==> src/rtl/pong_if.sv <==
// Game-engine signal bundle between the sync generator / player controls and the VGA DAC.
// master drives video timing and controls; slave is the engine.
interface pong_if;
  logic        iFRAME;
  logic [10:0] iXPOS;
  logic [9:0]  iYPOS;
  logic        iBLANK_n;
  logic        iP1_UP, iP1_DN, iP2_UP, iP2_DN;
  logic [1:0]  iAUTO;
  logic        iSTART;
  logic [3:0]  oVGA_R, oVGA_G, oVGA_B;
  logic [3:0]  oSCORE1, oSCORE2;
  logic [1:0]  oSTATE;

  modport master (
    output iFRAME, iXPOS, iYPOS, iBLANK_n, iP1_UP, iP1_DN, iP2_UP, iP2_DN, iAUTO, iSTART,
    input  oVGA_R, oVGA_G, oVGA_B, oSCORE1, oSCORE2, oSTATE
  );
  modport slave (
    input  iFRAME, iXPOS, iYPOS, iBLANK_n, iP1_UP, iP1_DN, iP2_UP, iP2_DN, iAUTO, iSTART,
    output oVGA_R, oVGA_G, oVGA_B, oSCORE1, oSCORE2, oSTATE
  );
endinterface

==> src/rtl/pong_engine.sv <==
// Pong game engine: per-frame ball/paddle/score/state update plus a registered
// pixel colour generator with one cycle of latency.
module pong_engine #(
  parameter int H_ACTIVE     = 640,
  parameter int V_ACTIVE     = 480,
  parameter int FIELD_TOP    = 60,
  parameter int FIELD_BOT    = 468,
  parameter int BALL_SIZE    = 12,
  parameter int PADDLE_H     = 60,
  parameter int PADDLE_W     = 10,
  parameter int P1_X         = 50,
  parameter int P2_X         = 580,
  parameter int BALL_SPEED   = 2,
  parameter int PADDLE_SPEED = 4,
  parameter int WIN_SCORE    = 9,
  parameter int SERVE_FRAMES = 60
) (
  input logic   iVGA_CLK,
  input logic   iRST,
  pong_if.slave bus
);
  typedef logic signed [11:0] s12_t;
  typedef enum logic [1:0] {S_IDLE = 2'd0, S_SERVE = 2'd1, S_PLAY = 2'd2, S_OVER = 2'd3} state_e;

  localparam int   CW   = (SERVE_FRAMES > 1) ? $clog2(SERVE_FRAMES) : 1;
  localparam s12_t XS   = s12_t'((H_ACTIVE - BALL_SIZE) / 2);
  localparam s12_t YS   = s12_t'((FIELD_TOP + FIELD_BOT - BALL_SIZE) / 2);
  localparam s12_t PY0  = s12_t'((FIELD_TOP + FIELD_BOT - PADDLE_H) / 2);
  localparam s12_t FT   = s12_t'(FIELD_TOP);
  localparam s12_t FB   = s12_t'(FIELD_BOT);
  localparam s12_t WT0  = s12_t'(FIELD_TOP - 3);
  localparam s12_t WB1  = s12_t'(FIELD_BOT + 3);
  localparam s12_t BS   = s12_t'(BALL_SIZE);
  localparam s12_t PH   = s12_t'(PADDLE_H);
  localparam s12_t P1L  = s12_t'(P1_X);
  localparam s12_t P1R  = s12_t'(P1_X + PADDLE_W);
  localparam s12_t P2L  = s12_t'(P2_X);
  localparam s12_t P2R  = s12_t'(P2_X + PADDLE_W);
  localparam s12_t SP   = s12_t'(BALL_SPEED);
  localparam s12_t PS   = s12_t'(PADDLE_SPEED);
  localparam s12_t HA   = s12_t'(H_ACTIVE);
  localparam s12_t VA   = s12_t'(V_ACTIVE);
  localparam s12_t PMAX = s12_t'(FIELD_BOT - PADDLE_H);
  localparam s12_t HB   = s12_t'(BALL_SIZE / 2);
  localparam s12_t HP   = s12_t'(PADDLE_H / 2);
  localparam s12_t DX0  = s12_t'(H_ACTIVE / 2 - 1);
  localparam s12_t DX1  = s12_t'(H_ACTIVE / 2);

  state_e          state_q, state_d;
  logic [3:0]      score1_q, score1_d, score2_q, score2_d;
  s12_t            bx_q, bx_d, by_q, by_d, p1y_q, p1y_d, p2y_q, p2y_d;
  logic            dxp_q, dxp_d, dyp_q, dyp_d;  // 1 = moving toward +x / +y
  logic [CW-1:0]   cnt_q, cnt_d;
  logic [11:0]     rgb_q, rgb_d;

  // Auto mode chases the ball centre; manual mode follows the buttons.
  function automatic s12_t pad_next(input s12_t py, input logic up, input logic dn,
                                    input logic aut, input s12_t ball_y);
    s12_t diff, step, ny;
    diff = (ball_y + HB) - (py + HP);
    if (aut)             step = (diff > PS) ? PS : ((diff < -PS) ? -PS : diff);
    else if (up && !dn)  step = -PS;
    else if (dn && !up)  step = PS;
    else                 step = '0;
    ny = py + step;
    if (ny < FT)         ny = FT;
    else if (ny > PMAX)  ny = PMAX;
    return ny;
  endfunction

  logic ov1, ov2, hit1, hit2, top, bot, miss_l, miss_r, dx_ref, dy_ref;
  s12_t bx_mv, by_mv, p1_nxt, p2_nxt;

  assign ov1    = (bx_q < P1R) && (P1L < bx_q + BS) && (by_q < p1y_q + PH) && (p1y_q < by_q + BS);
  assign ov2    = (bx_q < P2R) && (P2L < bx_q + BS) && (by_q < p2y_q + PH) && (p2y_q < by_q + BS);
  assign hit1   = ov1 && !dxp_q;
  assign hit2   = ov2 && dxp_q;
  assign top    = by_q <= FT + SP;
  assign bot    = by_q + BS >= FB - SP;
  assign miss_l = (bx_q <= SP) && !hit1;
  assign miss_r = (bx_q + BS >= HA - SP) && !hit2;
  assign dx_ref = hit1 | (dxp_q & ~hit2);
  assign dy_ref = top | (dyp_q & ~bot);
  assign bx_mv  = dx_ref ? bx_q + SP : bx_q - SP;
  assign by_mv  = dy_ref ? by_q + SP : by_q - SP;
  assign p1_nxt = pad_next(p1y_q, bus.iP1_UP, bus.iP1_DN, bus.iAUTO[0], by_q);
  assign p2_nxt = pad_next(p2y_q, bus.iP2_UP, bus.iP2_DN, bus.iAUTO[1], by_q);

  always_comb begin
    state_d  = state_q;
    score1_d = score1_q;
    score2_d = score2_q;
    bx_d     = bx_q;
    by_d     = by_q;
    dxp_d    = dxp_q;
    dyp_d    = dyp_q;
    p1y_d    = p1y_q;
    p2y_d    = p2y_q;
    cnt_d    = cnt_q;
    if (bus.iFRAME) begin
      case (state_q)
        S_IDLE: if (bus.iSTART) begin
          score1_d = '0;
          score2_d = '0;
          state_d  = S_SERVE;
        end
        S_SERVE: begin
          p1y_d = p1_nxt;
          p2y_d = p2_nxt;
          bx_d  = XS;
          by_d  = YS;
          if (cnt_q == CW'(SERVE_FRAMES - 1)) begin
            cnt_d   = '0;
            dyp_d   = ~dyp_q;
            state_d = S_PLAY;
          end else begin
            cnt_d = cnt_q + 1'b1;
          end
        end
        S_PLAY: begin
          p1y_d = p1_nxt;
          p2y_d = p2_nxt;
          dxp_d = dx_ref;
          dyp_d = dy_ref;
          bx_d  = bx_mv;
          by_d  = by_mv;
          // Serve goes toward the player who just lost the point.
          if (miss_l) begin
            score2_d = score2_q + 4'd1;
            dxp_d    = 1'b0;
            if (score2_q + 4'd1 == 4'(WIN_SCORE)) state_d = S_OVER;
            else begin state_d = S_SERVE; bx_d = XS; by_d = YS; end
          end else if (miss_r) begin
            score1_d = score1_q + 4'd1;
            dxp_d    = 1'b1;
            if (score1_q + 4'd1 == 4'(WIN_SCORE)) state_d = S_OVER;
            else begin state_d = S_SERVE; bx_d = XS; by_d = YS; end
          end
        end
        S_OVER: if (bus.iSTART) begin
          score1_d = '0;
          score2_d = '0;
          p1y_d    = PY0;
          p2y_d    = PY0;
          bx_d     = XS;
          by_d     = YS;
          state_d  = S_SERVE;
        end
      endcase
    end
  end

  s12_t       px, py;
  logic [9:0] ydiff;
  logic       in_p1, in_p2, in_ball, in_wall, in_dash;

  always_comb begin
    px      = s12_t'({1'b0, bus.iXPOS});
    py      = s12_t'({2'b00, bus.iYPOS});
    ydiff   = bus.iYPOS - 10'(FIELD_TOP);
    in_p1   = (px >= P1L) && (px < P1R) && (py >= p1y_q) && (py < p1y_q + PH);
    in_p2   = (px >= P2L) && (px < P2R) && (py >= p2y_q) && (py < p2y_q + PH);
    in_ball = ((state_q == S_SERVE) || (state_q == S_PLAY)) &&
              (px >= bx_q) && (px < bx_q + BS) && (py >= by_q) && (py < by_q + BS);
    in_wall = ((py >= WT0) && (py < FT)) || ((py >= FB) && (py < WB1));
    in_dash = ((px == DX0) || (px == DX1)) && (py >= FT) && (py < FB) &&
              ((ydiff % 10'd20) < 10'd10);
    rgb_d   = 12'h000;
    if (bus.iBLANK_n && (px < HA) && (py < VA)) begin
      if (in_p1)        rgb_d = 12'hF0F;
      else if (in_p2)   rgb_d = 12'h0FF;
      else if (in_ball) rgb_d = 12'hFFF;
      else if (in_wall) rgb_d = 12'h0F0;
      else if (in_dash) rgb_d = 12'hFFF;
    end
  end

  always_ff @(posedge iVGA_CLK) begin
    if (iRST) begin
      state_q  <= S_IDLE;
      score1_q <= '0;
      score2_q <= '0;
      bx_q     <= XS;
      by_q     <= YS;
      dxp_q    <= 1'b1;
      dyp_q    <= 1'b1;
      p1y_q    <= PY0;
      p2y_q    <= PY0;
      cnt_q    <= '0;
      rgb_q    <= '0;
    end else begin
      state_q  <= state_d;
      score1_q <= score1_d;
      score2_q <= score2_d;
      bx_q     <= bx_d;
      by_q     <= by_d;
      dxp_q    <= dxp_d;
      dyp_q    <= dyp_d;
      p1y_q    <= p1y_d;
      p2y_q    <= p2y_d;
      cnt_q    <= cnt_d;
      rgb_q    <= rgb_d;
    end
  end

  assign bus.oVGA_R  = rgb_q[11:8];
  assign bus.oVGA_G  = rgb_q[7:4];
  assign bus.oVGA_B  = rgb_q[3:0];
  assign bus.oSCORE1 = score1_q;
  assign bus.oSCORE2 = score2_q;
  assign bus.oSTATE  = state_q;
endmodule

==> src/flat_wrapper.sv <==
// flat-port wrapper written by rule: the top's interface ports become plain ports
module pong_engine_flat 
#(
  parameter int H_ACTIVE     = 640,
  parameter int V_ACTIVE     = 480,
  parameter int FIELD_TOP    = 60,
  parameter int FIELD_BOT    = 468,
  parameter int BALL_SIZE    = 12,
  parameter int PADDLE_H     = 60,
  parameter int PADDLE_W     = 10,
  parameter int P1_X         = 50,
  parameter int P2_X         = 580,
  parameter int BALL_SPEED   = 2,
  parameter int PADDLE_SPEED = 4,
  parameter int WIN_SCORE    = 9,
  parameter int SERVE_FRAMES = 60
)
  (iVGA_CLK, iRST, bus_iFRAME, bus_iXPOS, bus_iYPOS, bus_iBLANK_n, bus_iP1_UP, bus_iP1_DN, bus_iP2_UP, bus_iP2_DN, bus_iAUTO, bus_iSTART, bus_oVGA_R, bus_oVGA_G, bus_oVGA_B, bus_oSCORE1, bus_oSCORE2, bus_oSTATE);
  pong_if bus_i ();
  input logic iVGA_CLK;
  input logic iRST;
  input wire logic [$bits(bus_i.iFRAME)-1:0] bus_iFRAME;
  input wire logic [$bits(bus_i.iXPOS)-1:0] bus_iXPOS;
  input wire logic [$bits(bus_i.iYPOS)-1:0] bus_iYPOS;
  input wire logic [$bits(bus_i.iBLANK_n)-1:0] bus_iBLANK_n;
  input wire logic [$bits(bus_i.iP1_UP)-1:0] bus_iP1_UP;
  input wire logic [$bits(bus_i.iP1_DN)-1:0] bus_iP1_DN;
  input wire logic [$bits(bus_i.iP2_UP)-1:0] bus_iP2_UP;
  input wire logic [$bits(bus_i.iP2_DN)-1:0] bus_iP2_DN;
  input wire logic [$bits(bus_i.iAUTO)-1:0] bus_iAUTO;
  input wire logic [$bits(bus_i.iSTART)-1:0] bus_iSTART;
  output wire logic [$bits(bus_i.oVGA_R)-1:0] bus_oVGA_R;
  output wire logic [$bits(bus_i.oVGA_G)-1:0] bus_oVGA_G;
  output wire logic [$bits(bus_i.oVGA_B)-1:0] bus_oVGA_B;
  output wire logic [$bits(bus_i.oSCORE1)-1:0] bus_oSCORE1;
  output wire logic [$bits(bus_i.oSCORE2)-1:0] bus_oSCORE2;
  output wire logic [$bits(bus_i.oSTATE)-1:0] bus_oSTATE;
  assign bus_i.iFRAME = bus_iFRAME;
  assign bus_i.iXPOS = bus_iXPOS;
  assign bus_i.iYPOS = bus_iYPOS;
  assign bus_i.iBLANK_n = bus_iBLANK_n;
  assign bus_i.iP1_UP = bus_iP1_UP;
  assign bus_i.iP1_DN = bus_iP1_DN;
  assign bus_i.iP2_UP = bus_iP2_UP;
  assign bus_i.iP2_DN = bus_iP2_DN;
  assign bus_i.iAUTO = bus_iAUTO;
  assign bus_i.iSTART = bus_iSTART;
  assign bus_oVGA_R = bus_i.oVGA_R;
  assign bus_oVGA_G = bus_i.oVGA_G;
  assign bus_oVGA_B = bus_i.oVGA_B;
  assign bus_oSCORE1 = bus_i.oSCORE1;
  assign bus_oSCORE2 = bus_i.oSCORE2;
  assign bus_oSTATE = bus_i.oSTATE;
  pong_engine #(.H_ACTIVE(H_ACTIVE), .V_ACTIVE(V_ACTIVE), .FIELD_TOP(FIELD_TOP), .FIELD_BOT(FIELD_BOT), .BALL_SIZE(BALL_SIZE), .PADDLE_H(PADDLE_H), .PADDLE_W(PADDLE_W), .P1_X(P1_X), .P2_X(P2_X), .BALL_SPEED(BALL_SPEED), .PADDLE_SPEED(PADDLE_SPEED), .WIN_SCORE(WIN_SCORE), .SERVE_FRAMES(SERVE_FRAMES)) u_core (.iVGA_CLK(iVGA_CLK), .iRST(iRST), .bus(bus_i));
endmodule
==> config.mk <==
export PLATFORM = sky130hd
export DESIGN_NAME = pong_engine_flat
export DESIGN_NICKNAME = d
export VERILOG_FILES = /design/src/rtl/pong_if.sv /design/src/rtl/pong_engine.sv /design/src/flat_wrapper.sv
export SDC_FILE = /design/constraint.sdc
export NUM_CORES = 1
export LEC_CHECK = 0
export ABC_CLOCK_PERIOD_IN_PS = 9100
export CAP_MARGIN = 20
export CORE_AREA = 8 8 150 152
export DETAILED_ROUTE_END_ITERATION = 6
export DIE_AREA = 0 0 158 160
export DONT_BUFFER_PORTS = 1
export HOLD_SLACK_MARGIN = 0.02
export PLACE_DENSITY = 0.69
export SYNTH_ARGS = -nofsm -noshare
export SYNTH_HDL_FRONTEND = slang
export SYNTH_SLANG_ARGS = --single-unit
==> constraint.sdc <==
create_clock -name iVGA_CLK -period 9.1 [get_ports iVGA_CLK]
set_input_delay 1.365 -clock iVGA_CLK [delete_from_list [all_inputs] [get_ports iVGA_CLK]]
set_output_delay 1.365 -clock iVGA_CLK [all_outputs]
set_load 0.01 [all_outputs]
==> results of run 1 <==
-- logic make-up (layout without fill, tap and decap cells) --
| group | Yosys count | in the layout |
|---|---|---|
| xor gates and xnor gates | 111 | 111 |
| buffers and inverters | 159 | 135 |
| AOI/OAI and AO/OA | 411 | 411 |
| muxes | 9 | 9 |
| DFF | 67 | 67 |
| and+or+nand+nor | 394 | 394 |
| adders and majority gates | 227 | 227 |
-- per-stage QoR --
stage	hold slack (ps)	setup WS, ps	instances	power, uW
floorplan	453.6	1881	1378	3068
global placement	461.4	1431	1608	3664
detailed placement	465.7	1260	1608	3706
CTS	475.1	1235	1624	4139
global route	507.0	520.7	1624	4593
finish	467.7	1133	1624	4190
-- sequential cells by signal (all words and copies together) (netlist names) --
| signal | flops |
|---|---|
| u_core.rgb_q | 3 |
| u_core.p1y_q | 12 |
| u_core.by_q | 11 |
| u_core.bx_q | 11 |
| u_core.bus.oSCORE2 | 4 |
| u_core.bus.oSTATE | 2 |
| u_core.bus.oSCORE1 | 4 |
| u_core.p2y_q | 12 |
| u_core.dxp_q | 1 |
| u_core.dyp_q | 1 |
| u_core.cnt_q | 6 |
-- synthesized netlist by cell type (all sizes together), types with 12 or more instances --
library cell | n | area (um^2)
nor2 | 87 | 329.1
o211ai | 13 | 102.6
nand2 | 78 | 292.8
dfxtp | 67 | 1341
or3 | 13 | 86.33
ha | 220 | 2753
a21o | 31 | 232.7
o21ai | 87 | 435.4
buf | 24 | 165.2
nor2b | 18 | 112.6
nand4 | 16 | 100.1
and3 | 16 | 100.1
o21a | 31 | 232.7
xnor2 | 81 | 762.0
nand2b | 17 | 106.4
xor2 | 30 | 262.8
clkbuf | 19 | 71.32
nand3 | 47 | 250.2
and2 | 12 | 75.08
o21bai | 13 | 97.59
a21oi | 114 | 581.8
nor3 | 35 | 190.2
inv | 115 | 431.7
a211oi | 12 | 95.09
-- worst min path at each step --
| stage | startpoint | to | depth (start not counted) |
|---|---|---|---|
| final | u_core.cnt_q[1] | u_core.cnt_q[1] | 2 |
| after global routing | u_core.cnt_q[1] | u_core.cnt_q[1] | 2 |
| after CTS | u_core.cnt_q[1] | u_core.cnt_q[1] | 2 |
| after detailed placement | u_core.cnt_q[1] | u_core.cnt_q[1] | 2 |
| after global placement | u_core.cnt_q[1] | u_core.cnt_q[1] | 2 |
| after floorplan | u_core.cnt_q[1] | u_core.cnt_q[1] | 2 |
-- final cells by class --
class                           instances  area share
Tap cell                              270     0.02988
Timing Repair Buffer                    3    0.001992
Clock buffer                            9     0.01992
Inverter                              116     0.03852
Clock inverter                          7    0.009297
Sequential cell                        67      0.1186
Multi-Input combinational cell       1152      0.7817
-- power breakdown --
part           switching (uW)  internal, uW
logic                    2010          1360
clock network             156           245
registers                93.2           330
-- metal layers --
metal / GRT usage / routed length (um)
met1: 0.2864 / 12630
met2: 0.3905 / 13990
met4: 0.1029 / 1006
met3: 0.04399 / 2198
met5: 0 / 0
-- critical path: cells and delay by family (launching register included) --
kind | cells | cell delay (ps)
xor+xnor | 2 | 380
flops | 1 | 620
buf+inv | 2 | 320
fa+ha+maj | 5 | 1320
compound gates | 12 | 3280
simple gates | 10 | 1940
-- cell usage in the layout (no fill, tap or decap), types with 7 or more instances in the layout --
master,synthesis,routed
ha_1,220,220
inv_1,115,115
a21oi_1,111,111
nor2_1,86,86
o21ai_0,83,83
nand2_1,78,78
xnor2_1,77,77
dfxtp_1,67,67
nand3_1,44,44
nor3_1,32,32
a21o_1,31,31
o21a_1,31,31
xor2_1,30,30
nor2b_1,18,18
nand2b_1,17,17
nand4_1,16,16
and3_1,16,16
o21bai_1,13,13
o211ai_1,12,12
or3_1,12,12
o31ai_1,11,11
a211oi_1,11,11
and2_1,11,11
nor4_1,10,10
a22o_1,10,10
a31oi_1,9,9
clkbuf_16,0,9
mux2i_1,8,8
o2111ai_1,8,8
nor4b_1,8,7
or4_1,7,7
fa_1,7,7
==> summary.md, run 1 <==
| Metric | Value |
|---|---|
| Nets | `1,608` |
| Combinational family with the most area after synthesis | `adder cells` |
| CP Data Required Time | `9340 ps` |
| Placed inst area | `0.01097 mm^2` |
| Clk_lat worst skew | `350 ps` |
| Post-Layout Inst Area | `0.01130 mm^2` |
| RR Endpoint | `u_core.p2y_q[3]` |
| Slowest CP cell | `dfxtp_1` |
| Largest net degree at the start of global routing | `23` |
| Setup crit end kind | `flop` |
| Routed Antenna Nets | `0` |
| Synth Area in XOR/XNOR | `0.09450` |
| Sequential area share after synthesis | `0.1237` |
| Hold Crit Class | `flop to flop` |
| Post-Synth Simple-Gate Area | `0.1915` |
| Core area | `0.02004 mm^2` |
| RSZ-0062 raised after global routing | `no` |
| I/O pins | `54` |
| Multi-input logic area | `0.008837 mm^2` |
| First-pass GRT wire length | `47.74 mm` |
| Power per cell area | `370.6 mW/mm^2` |
| Clock Skew | `8.154 ps` |
| Pleak | `0.005023 uW` |
| Reg2Reg Setup Slack | `1130 ps` |
| Setup CP Type | `flop to flop` |
| Post-synthesis compound-gate area fraction | `0.2531` |
| Die height | `160 um` |
| Port Buffers | `0` |
| Routed vias | `9,937` |
| Fill cells | `1,908` |
| Syn-to-layout area delta | `4.246%` |
| Via density | `6.119` |
| Synth warn | `0` |
| TritonCTS Buffers | `9` |
| Cts hold-fix bufs | `0` |
| Starting Density | `0.5411` |
| Die area | `0.02528 mm^2` |
| Gpl congestion | `0.9513` |
| First-pass DRT Iterations | `5` |
| Crit path largest cell delay | `620 ps` |
| Postcts setup bufs | `0` |
| Slew HR | `0.3944` |
| Status | `finished, final reports clean` |
| Critical Path Start Type | `flop` |
| Worst-Margin Slew | `895.8 ps` |
| Final Hold Vio Count | `0` |
| Final Core Density | `0.5641` |
| Detailed placer's ending HPWL | `23.81 mm` |
| Peak supply drop | `309.7 uV` |
| Distinct cell type count after synthesis | `97` |
| FF-to-FF path depth | `31` |
| Gr ovfl total | `0` |
| Synth async-reset ratio | `0` |
| Tmin final | `7967 ps` |
| Syn avg cell area | `7.869 um^2` |
| Rows | `52` |
| Clk buf depth | `2` |
| FF-to-FF Start | `u_core.by_q[2]` |
| Number of flops mapped to enable cells by yosys | `0` |
| Vias in the first global route | `9,393` |
| DR DRC count | `0` |
| Final setup fails | `0` |
| Max Slew Vio Count | `0` |
| FF/Latch Area | `0.001341 mm^2` |
| N_diodes | `0` |
| Mux contribution to synthesized area | `0.008423` |
| Post-Syn Nets | `1,637` |
| Crit. Startpoint | `u_core.by_q[2]` |
| Yosys reg bits | `67` |
| Worst EP arrival | `8200 ps` |
| Root buffer cell | `clkbuf_16` |
| CTS tree | `yes` |
| Mapped Area | `0.01084 mm^2` |
| Initial antenna violation count | `0` |
| Final WL | `29.83 mm` |
| Clk pin slew, worst setup/hold paths | `70 ps` |
| Initial drt markers | `641` |
| Cells after Synth | `1,378` |
| Clock sinks | `67` |
| End of the critical path | `u_core.p2y_q[3]` |
| Top FF cell, synth | `dfxtp_1` |
| Layout cell share with drive strength beyond 1 | `0.04136` |
| Final worst-path cycle share | `0.8755` |
| Die width | `158 um` |
| Max_cap viols | `0` |
| Fmax | `125.5 MHz` |
| Resize count post-CTS | `0` |
| Setup TNS | `0 ps` |
| Most common cell on crit path | `ha_1` |
| Synth Area in Adders | `0.2668` |
| CP Max Fanout | `12` |
| WL/cell | `18.37 um` |
| H-tree depth | `3` |
| Overall routing resource usage | `0.2341` |
(Power assumes the default switching activity.)
==> run 2, diff against run 1 <==
--- a/config.mk
+++ b/config.mk
@@ -12,7 +12,7 @@
 export DIE_AREA = 0 0 158 160
 export DONT_BUFFER_PORTS = 1
 export HOLD_SLACK_MARGIN = 0.02
-export PLACE_DENSITY = 0.69
+export PLACE_DENSITY = 0.65
 export SYNTH_ARGS = -nofsm -noshare
 export SYNTH_HDL_FRONTEND = slang
 export SYNTH_SLANG_ARGS = --single-unit
==> run 2 against run 1 <==
Cell count stayed put. Final area is 0.28% lower. Combinational power hardly changed. Critical path type unchanged. Sequential share of layout area hardly changed. Core utilization is 0.16 points lower. Largest power group unchanged. Sequential power hardly changed. Worst setup slack worse by 37 ps. Register-to-register slack worse by 40 ps. Non-clock buffer count stayed put. Die area stayed put. Flip-flop and latch count stayed put.
==> summary.md, run 2 (same netlist as run 1, synthesis figures left out) <==
| Metric | Value |
|---|---|
| I/O pins | `54` |
| FF-to-FF path depth | `31` |
| Slowest CP cell | `dfxtp_1` |
| Clock sinks | `67` |
| TritonCTS Buffers | `9` |
| Max_cap viols | `0` |
| Die area | `0.02528 mm^2` |
| Largest delay share family, worst path | `compound AO/OA/AOI/OAI gates` |
| Status | `finished, final reports clean` |
| Sw frac | `0.5404` |
| Starting Density | `0.5411` |
| Fmax | `124.9 MHz` |
| Die height | `160 um` |
| WHS | `472.5 ps` |
| Setup crit end kind | `flop` |
| Largest net degree at the start of global routing | `23` |
| FF-to-FF Start | `u_core.by_q[2]` |
| Hold worst-path end | `u_core.cnt_q[1]` |
| First-pass DRT Iterations | `4` |
| RSZ-0062 raised after global routing | `no` |
| WHS Path Cells | `2` |
| Commonest non-fill, non-tap cell in the layout | `ha_1` |
| Clk buf depth | `2` |
| Crit path largest cell delay | `640 ps` |
| Clk pin slew, worst setup/hold paths | `60 ps` |
| P_sw | `2230 uW` |
| Post-Layout Inst Area | `0.01127 mm^2` |
| Nets | `1,608` |
| Rows | `52` |
| Gpl congestion | `0.9505` |
| Overall routing resource usage | `0.2401` |
| Syn-to-layout area delta | `3.957%` |
| Root buffer cell | `clkbuf_16` |
| Internal Pwr Total | `1896 uW` |
| Via density | `6.131` |
| H-tree depth | `3` |
| Final worst-path cycle share | `0.8795` |
| Placed inst area | `0.01097 mm^2` |
| Port Buffers | `0` |
| Regs by FF count | `u_core.p1y_q x12, u_core.p2y_q x12` |
| CP Buf/Inv Count | `2` |
| Vias in the first global route | `9,654` |
| Final setup fails | `0` |
| Hold Crit Class | `flop to flop` |
| Dpl ws | `1193 ps` |
| Routed vias | `9,957` |
| N_diodes | `0` |
| Core area | `0.02004 mm^2` |
| Cts hold-fix bufs | `0` |
| Combinational power share | `0.810` |
| Sequential share of power | `0.103` |
| Power per cell area | `365.9 mW/mm^2` |
| CP Max Fanout | `12` |
| Clk_lat worst skew | `350 ps` |
| Worst EP arrival | `8240 ps` |
| Worst-Margin Slew | `1026 ps` |
| Clock power share | `0.087` |
| WL/cell | `18.65 um` |
| Initial drt markers | `593` |
| HP Start | `u_core.cnt_q[1]` |
| Critical Path Start Type | `flop` |
| Most frequent cells in the layout | `ha_1, inv_1, a21oi_1` |
| Tmin final | `8004 ps` |
| CTS tree | `yes` |
| First-pass GRT wire length | `49.01 mm` |
| Clock Skew | `8.922 ps` |
| DR DRC count | `0` |
| Max Slew Vio Count | `0` |
| Resize count post-CTS | `0` |
| Postcts setup bufs | `0` |
| Slew HR | `0.3062` |
| Setup TNS | `0 ps` |
| Gr ovfl total | `0` |
| Initial antenna violation count | `0` |
| Peak supply drop | `292.5 uV` |
| Final WL | `30.28 mm` |
| Die width | `158 um` |
| Pleak | `0.005010 uW` |
| Reg2Reg Setup Slack | `1100 ps` |
| Final Hold Vio Count | `0` |
| Final Core Density | `0.5626` |
| RR Endpoint | `u_core.p2y_q[3]` |
| Most common cell on crit path | `ha_1` |
| Routed Antenna Nets | `0` |
| CP Data Required Time | `9330 ps` |
| Final Worst Setup Slack | `1096 ps` |
| Detailed placer's ending HPWL | `24.02 mm` |
| Setup CP Type | `flop to flop` |
| Layout cell share with drive strength beyond 1 | `0.04136` |
-- run 2: layout make-up --
| type | count | area [um^2] |
|---|---|---|
| timing repair buffer | 3 | 22.52 |
| fill | 1980 | 8766 |
| clock buffer | 9 | 225.2 |
| clock inverter | 7 | 73.82 |
| sequential | 67 | 1341 |
| tap | 270 | 337.8 |
| inverter | 116 | 435.4 |
| multi-input combinational | 1152 | 8837 |
-- run 2: worst max path at each step --
stage | start | to | cells after the start
final | u_core.by_q[2] | u_core.p2y_q[3] | 31
after global routing | u_core.by_q[2] | u_core.p2y_q[3] | 31
after CTS | u_core.by_q[2] | u_core.p1y_q[3] | 29
after detailed placement | u_core.by_q[2] | u_core.p1y_q[3] | 29
after global placement | u_core.by_q[2] | u_core.p1y_q[3] | 29
after floorplan | u_core.by_q[1] | u_core.p1y_q[3] | 30
-- run 2: power groups by stage --
stage | Combinational, uW | Clock, uW | Sequential [uW]
after floorplan | 2690 | 0 | 382
after global placement | 3260 | 0 | 428
after detailed placement | 3270 | 0 | 428
after CTS | 3300 | 370 | 421
after global routing | 3770 | 377 | 427
final | 3340 | 360 | 425
-- run 2: routing by layer --
| metal | vias to the layer above | global-route usage | part of all wire |
|---|---|---|---|
| li1 | 5001 | - | - |
| met1 | 4632 | 0.2915 | 0.44 |
| met2 | 260 | 0.4018 | 0.46 |
| met3 | 64 | 0.04372 | 0.063 |
| met4 | 0 | 0.1106 | 0.036 |
| met5 | - | 0 | 0 |
-- run 2: per-stage QoR --
step                      total power, uW  cells
after floorplan                      3068   1378
after CTS                            4095   1624
after global routing                 4574   1624
after detailed placement             3699   1608
final                                4125   1624
after global placement               3687   1608
-- run 2: worst register-to-register path: cells and delay by family (launching register included) --
kind	cells	cell delay [ps]
AOI/OAI and AO/OA	12	3250
and+or+nand+nor	10	1980
adders and majority gates	5	1330
DFF	1	640
xor gates and xnor gates	2	400
buffers and inverters	2	310
==> run 3, diff against run 2 <==
--- a/config.mk
+++ b/config.mk
@@ -5,7 +5,7 @@
 export SDC_FILE = /design/constraint.sdc
 export NUM_CORES = 1
 export LEC_CHECK = 0
-export ABC_CLOCK_PERIOD_IN_PS = 9100
+export ABC_CLOCK_PERIOD_IN_PS = 7500
 export CAP_MARGIN = 20
 export CORE_AREA = 8 8 150 152
 export DETAILED_ROUTE_END_ITERATION = 6
==> constraint.sdc (replaced) <==
create_clock -name iVGA_CLK -period 7.5 [get_ports iVGA_CLK]
set_input_delay 1.125 -clock iVGA_CLK [delete_from_list [all_inputs] [get_ports iVGA_CLK]]
set_output_delay 1.125 -clock iVGA_CLK [all_outputs]
set_load 0.01 [all_outputs]
==> run 3 against run 2 <==
Highest routed layer unchanged. Global-route usage up 0.080 points. Clock skew shrank 3.1 ps. Sequential share of layout area is 0.24 points lower. Largest cell class unchanged. Count of clock-buffer cells in the layout did not move. Worst setup slack lost 700 ps. Via count rose by 0.30%. Register-to-register slack worse by 700 ps. Flip-flop and latch count stayed put.
==> summary.md, run 3 (same netlist as run 1, synthesis figures left out) <==
| Metric | Value |
|---|---|
| Die height | `160 um` |
| Clock Skew | `5.794 ps` |
| Largest net degree at the start of global routing | `23` |
| Peak supply drop | `301.4 uV` |
| Placed inst area | `0.01110 mm^2` |
| Clk buf depth | `2` |
| Setup crit end kind | `flop` |
| Worst EP arrival | `7340 ps` |
| Clock sinks | `67` |
| Routed Antenna Nets | `0` |
| CP Max Fanout | `6` |
| Tmin final | `7105 ps` |
| Max_cap viols | `0` |
| Final WL | `30.64 mm` |
| DR DRC count | `0` |
| FF-to-FF path depth | `29` |
| Worst-Margin Slew | `924.2 ps` |
| WL/cell | `18.65 um` |
| H-tree depth | `3` |
| Final Hold Vio Count | `0` |
| Gr ovfl total | `0` |
| RSZ-0062 raised after global routing | `yes` |
| Gpl congestion | `0.9472` |
| Post-Layout Inst Area | `0.01152 mm^2` |
| Sw frac | `0.5355` |
| Die width | `158 um` |
| Fill cells | `1,932` |
| First-pass DRT Iterations | `5` |
| Root buffer cell | `clkbuf_16` |
| Slowest CP cell | `a2111o_1` |
| Pleak | `0.005125 uW` |
| P_sw | `2864 uW` |
| First-pass GRT wire length | `49.19 mm` |
| Clk pin slew, worst setup/hold paths | `60 ps` |
| WHS Path Cells | `2` |
| Regs by FF count | `u_core.p1y_q x12, u_core.p2y_q x12` |
| Nets | `1,627` |
| TritonCTS Buffers | `9` |
| Slew HR | `0.3826` |
| Most common cell on crit path | `ha_1` |
| Routed vias | `9,987` |
| Clock power share | `0.085` |
| Combinational power share | `0.826` |
| Cts hold-fix bufs | `0` |
| Overall routing resource usage | `0.2409` |
| N_diodes | `0` |
| Rows | `52` |
| Detailed placer's ending HPWL | `24.41 mm` |
| Final worst-path cycle share | `0.9473` |
| Starting Density | `0.5411` |
| Fmax | `140.7 MHz` |
| Die area | `0.02528 mm^2` |
| Status | `finished, final reports clean` |
| Setup TNS | `0 ps` |
| CTS tree | `yes` |
| Sequential share of power | `0.089` |
| Most frequent cells in the layout | `ha_1, inv_1, a21oi_1` |
| Syn-to-layout area delta | `6.207%` |
| Final setup fails | `0` |
| Power per cell area | `464.4 mW/mm^2` |
| Internal Pwr Total | `2484 uW` |
| WHS | `478.8 ps` |
| Port Buffers | `0` |
| Tot Pwr | `5348 uW` |
| Vias in the first global route | `9,512` |
| Crit path largest cell delay | `490 ps` |
| Hold Crit Class | `flop to flop` |
| Clk_lat worst skew | `350 ps` |
| Critical Path Start Type | `flop` |
| Commonest non-fill, non-tap cell in the layout | `ha_1` |
| Via density | `6.079` |
| Core area | `0.02004 mm^2` |
| Initial drt markers | `733` |
| Final Core Density | `0.5747` |
| Layout cell share with drive strength beyond 1 | `0.06482` |
| Max Slew Vio Count | `0` |
| CP Data Required Time | `7740 ps` |
| Setup CP Type | `flop to flop` |
| I/O pins | `54` |
| Initial antenna violation count | `0` |
## run 3: cell count changes in the layout (fill, tap and decap cells not counted), moves of 2 or more
cell and delta:
xor2_1 -2, clkinv_2 -2, xor2_2 +2, buf_4 +19
## run 3: repair_timing
item | CTS | global route
setup endpoints to repair | 0 | 18
gates resized for setup | 0 | 18
setup buffers | 0 | 2
## run 3: power groups by stage
stage          Clock, uW  Sequential, uW  Combinational (uW)
6_report             455             477                4420
5_1_grt              478             481                4950
4_1_cts              463             474                4100
3_5_place_dp           0             482                4060
3_3_place_gp           0             481                4040
2_1_floorplan          0             464                3260
## run 3: path summary, 6_finish.rpt
kind                                 startpoint              end  slack, ps
worst max-delay path             u_core.by_q[2]  u_core.p1y_q[3]        400
worst min-delay path            u_core.cnt_q[1]  u_core.cnt_q[1]        480
worst max register to register   u_core.by_q[2]  u_core.p1y_q[3]        400
worst min register to register  u_core.cnt_q[1]  u_core.cnt_q[1]        480
## run 3: metrics by stage
step	setup slack, ps	std cells
after CTS	99.18	1641
after global routing	-39.18	1643
after global placement	368.0	1625
final	395.0	1643
after floorplan	281.2	1378
after detailed placement	155.0	1625
## run 3: area by class of cell
type	count	area, um^2	area share
clock inverter	7	82.58	0.007170
multi-input combinational	1152	8929	0.7752
inverter	116	435.4	0.03781
timing repair buffer	22	165.2	0.01434
clock buffer	9	225.2	0.01955
sequential	67	1343	0.1166
tap	270	337.8	0.02933
## run 3: worst max-delay path: cells and delay by family (launching register included)
kind | cells | cell delay [ps]
buf+inv | 2 | 190
simple gates | 8 | 1670
compound gates | 10 | 2520
fa+ha+maj | 6 | 1810
xor+xnor | 2 | 370
mux | 1 | 70
flops | 1 | 350
## run 3: routing by layer
layer	global-route usage	vias up	share of wire
met2	0.4063	265	0.46
met3	0.03401	40	0.062
met1	0.3104	4653	0.45
met5	0	-	0
met4	0.07204	0	0.021
li1	-	5029	-
